--- src/rtl/ones_generator.sv ---
// Ones generator: builds an R1_size-bit word holding `count` contiguous ones via a
// one-hot controller and shift/decrement datapath. Define ONES_GEN_MSB_FILL_EN to pack from the MSB.
module ones_generator #(
  parameter int unsigned R1_size = 8,
  parameter int unsigned R2_size = 4
) (
  input  logic               clock,
  input  logic               reset,
  input  logic               Start,
  input  logic [R2_size-1:0] count,
  output logic [R1_size-1:0] data,
  output logic               Ready,
  output logic               Sat
);

  localparam logic [R2_size-1:0] R1_MAX = R2_size'(R1_size);

  typedef enum logic [2:0] {
    S_idle = 3'b001,
    S_1    = 3'b010,
    S_2    = 3'b100
  } state_t;

  state_t             state;
  state_t             next_state;
  logic               load;
  logic               shift;
  logic               decr;
  logic               zero;
  logic [R1_size-1:0] r1;
  logic [R2_size-1:0] r2;
  logic               sat_q;
  logic [R1_size-1:0] r1_filled;

  assign zero  = (r2 == '0);
  assign data  = r1;
  assign Sat   = sat_q;

`ifdef ONES_GEN_MSB_FILL_EN
  assign r1_filled = {1'b1, r1[R1_size-1:1]};
`else
  assign r1_filled = {r1[R1_size-2:0], 1'b1};
`endif

  // State register
  always_ff @(posedge clock or negedge reset) begin
    if (!reset) begin
      state <= S_idle;
    end else begin
      state <= next_state;
    end
  end

  // Next-state and control decode
  always_comb begin
    next_state = state;
    load       = 1'b0;
    shift      = 1'b0;
    decr       = 1'b0;
    Ready      = 1'b0;
    case (state)
      S_idle: begin
        Ready = 1'b1;
        if (Start) begin
          load       = 1'b1;
          next_state = S_1;
        end
      end
      S_1: begin
        if (zero) begin
          next_state = S_idle;
        end else begin
          shift      = 1'b1;
          next_state = S_2;
        end
      end
      S_2: begin
        decr       = 1'b1;
        next_state = S_1;
      end
      default: next_state = S_idle;
    endcase
  end

  // Datapath: count is clamped to the word width on load, Sat flags the clamp
  always_ff @(posedge clock or negedge reset) begin
    if (!reset) begin
      r1    <= '0;
      r2    <= '0;
      sat_q <= 1'b0;
    end else if (load) begin
      r1    <= '0;
      r2    <= (count > R1_MAX) ? R1_MAX : count;
      sat_q <= (count > R1_MAX);
    end else if (shift) begin
      r1    <= r1_filled;
    end else if (decr) begin
      r2    <= r2 - R2_size'(1);
    end
  end

endmodule

--- config.mk ---
export PLATFORM = sky130hd
export DESIGN_NAME = ones_generator
export DESIGN_NICKNAME = d
export VERILOG_FILES = /design/src/rtl/ones_generator.sv
export SDC_FILE = /design/constraint.sdc
export NUM_CORES = 1
export LEC_CHECK = 0
export BUFFER_PORTS_ARGS = -buffer_cell sky130_fd_sc_hd__buf_2
export CORE_UTILIZATION = 36
export CTS_BUF_LIST = sky130_fd_sc_hd__clkbuf_4 sky130_fd_sc_hd__clkbuf_8
export CTS_CLUSTER_DIAMETER = 30
export DETAILED_ROUTE_END_ITERATION = 12
export GPL_TIMING_DRIVEN = 0
export SYNTH_ARGS = -nofsm -noshare
export SYNTH_HDL_FRONTEND = slang
export SYNTH_SLANG_ARGS = --single-unit
export TNS_END_PERCENT = 100
--- constraint.sdc ---
create_clock -name clock -period 2.3 [get_ports clock]
set_clock_uncertainty 0.2 [all_clocks]
set_input_delay 0.345 -clock clock [delete_from_list [all_inputs] [get_ports clock]]
set_output_delay 0.345 -clock clock [all_outputs]
set_load 0.005 [all_outputs]
==> metrics <==
final setup violation count 0; PortBufs 16; nets@finish 97; first-pass GRT wire length between 2 and 2.5 mm; IO Pins 17; pins over their slew limit 0; routed wire length approximately 1.4 mm; hold path depth 3; post-layout util 0.465; die area about 2200 sq um; Slowest-stage cell, CP dfrtp_1; Critical Path Fanout Max 9; H-tree levels 1; via count 539; commonest non-fill, non-tap cell in the layout buf_2; Congestion Overflow GR 0; Die Wd roughly 47 microns; Buf/Inv on CP 1; crit path kind register to register; Max-Cap Viols 0; unrepaired setup endpoints after global routing false; remaining antenna violation count 0; post-route cell area roughly 900 sq um; Crit path required time between 2 and 2.5 ns; xor/xnor share of the synthesized area 0.0236; # diodes 0; post-synthesis mux area share 0.120; vias per inst roughly 4.7; core region area 1940 sq um; root buf cell clkbuf_4; Max Fclk approximately 0.53 GHz; Simple-Gate Fraction of Synth Area 0.175; CTS tree done; worst-path cell chain inv_1 -> ha_1 -> or3b_1 -> nand3_2 -> mux2_2; Clock transition at path regs around 0.080 ns; Clock Sink Count 16; gpl congestion 0.758; setup TNS 0 ns; total CTS buffers 3; Max clock buf depth 2; syn nets 75; crit share post-route 0.827; HPWL Detailed about 970 microns; initial DRC count 13; Syn Area/Cell ~11 sq um; Worst setup EP type register; min cycle time layout between 1.5 and 2 ns; Synth Area in Compound Gates 0.0708; Tot GR Track Use 0.138; register bit count reported by yosys 16; P&R area growth vs syn 21.6%; largest family of logic cells by synthesized area simple AND/OR/NAND/NOR gates; Initial Util 0.382; post-synthesis cell count 67; # DRC 0; worst hold path type input port to register; largest net degree at the start of global routing 17; Hold Vio Cnt, Final 0; die height between 40 and 50 microns; Startpoint Class register; Tightest Pin Transition around 0.42 ns; Yosys cell types 25; Post-Syn Area around 740 sq um; Cell Area, Placed roughly 860 sq um; share of layout cells above drive strength 1 0.318; vias in the first global route roughly 470; P per Cell Area slightly above 1000 nW/um^2; Tot Pwr ~0.93 mW; Synth Area in Adders 0.0169; Max stage delay on crit path approximately 0.38 ns; Peak VDD IR approximately 0.47 mV; WP depth 5; Hold Slack 0.125 ns; relative max-transition margin 0.721; Top delay family on crit path simple AND/OR/NAND/NOR gates; sequential share of the synthesized area 0.541; crit path DAT about 1.9 ns; Leakage Power 0.474 nW; synth warn 0; initial antenna violation count 0; Initial DRT Pass Iterations 4; clk_lat worst skew about 0.28 ns; most frequent cells in the layout buf_2, dfrtp_1, inv_1, nand2_1; # rows 16; Worst Reg-to-Reg Cells 5; status completed; WL/cell roughly 12 microns
-- cells by family after synthesis --
group | after synthesis
compound gates | 8
buf+inv | 10
simple gates | 22
xor+xnor | 2
flops | 16
fa+ha+maj | 1
mux | 8
-- Yosys cell counts --
master | number | share of area
or3b_1 | 2 | 0.024
nor2_1 | 5 | 0.025
nor4bb_1 | 1 | 0.013
inv_1 | 8 | 0.040
nand3_2 | 1 | 0.013
buf_2 | 1 | 0.0067
dfstp_2 | 1 | 0.035
nor3_1 | 1 | 0.0067
and4bb_2 | 1 | 0.017
mux2i_1 | 4 | 0.054
mux2_2 | 3 | 0.046
nand3_1 | 1 | 0.0067
nand2_1 | 7 | 0.035
nand4bb_1 | 1 | 0.015
mux2_4 | 1 | 0.020
ha_1 | 1 | 0.017
o311ai_0 | 1 | 0.012
clkbuf_1 | 1 | 0.0051
a221o_1 | 1 | 0.013
o221ai_1 | 1 | 0.012
xnor2_1 | 2 | 0.024
dfrtp_1 | 15 | 0.51
or3_1 | 1 | 0.0084
nor3b_1 | 1 | 0.010
a21oi_1 | 5 | 0.034
-- what timing repair did --
item	in CTS	in global routing
resized for setup	0	0
hold endpoints to repair	15	0
hold buffers	1	0
setup buffers	0	0
-- stage by stage --
step | setup WS, ns | cells
detailed placement | 0.403 | 110
finish | 0.399 | 115
floorplan | 0.499 | 67
CTS | 0.393 | 115
global route | 0.304 | 115
global placement | 0.424 | 110
-- final timing paths --
path                                   start              endpoint  slack [ns]
max reg2reg                r2[0]$_DFFE_PN0P_   data[2]$_DFFE_PN0P_        0.40
max in group asynchronous              reset  state[0]$_DFFE_PN1P_        1.29
min                                 count[1]     r2[1]$_DFFE_PN0P_        0.12
max                        r2[0]$_DFFE_PN0P_   data[2]$_DFFE_PN0P_        0.40
min reg2reg                  Sat$_DFFE_PN0P_       Sat$_DFFE_PN0P_        0.27
min in group asynchronous              reset       Sat$_DFFE_PN0P_        0.30
-- state kept, by name, summed over array words and instances (netlist names) --
signal and flops:
data 8, Sat 1, r2 4, state 3
-- power by group --
part	switching (mW)	leakage [nW]	internal, mW
Clock	0.0825	0.0210	0.0963
Combinational	0.165	0.244	0.156
Sequential	0.0604	0.209	0.366
-- worst min-delay path, stage by stage --
cell and delay [ns]:
buf_2 0.09, nand3_1 0.06, o221ai_1 0.07
-- area by class of cell --
class | instances | area (sq um)
Buffer | 2 | 8.76
Clock buffer | 4 | 36.3
Fill cell | 197 | 1040
Inverter | 8 | 30.0
Multi-Input combinational cell | 41 | 302
Sequential cell | 16 | 402
Tap cell | 27 | 33.8
Timing Repair Buffer | 17 | 90.1
-- metal layers --
metal,wire length (microns),part of all wire,track usage
met5,0,0,0
met1,675,0.49,0.186
met3,37,0.027,0.0231
met2,644,0.47,0.214
met4,8,0.0059,0.0686
Power figures use the tool's default switching activity.
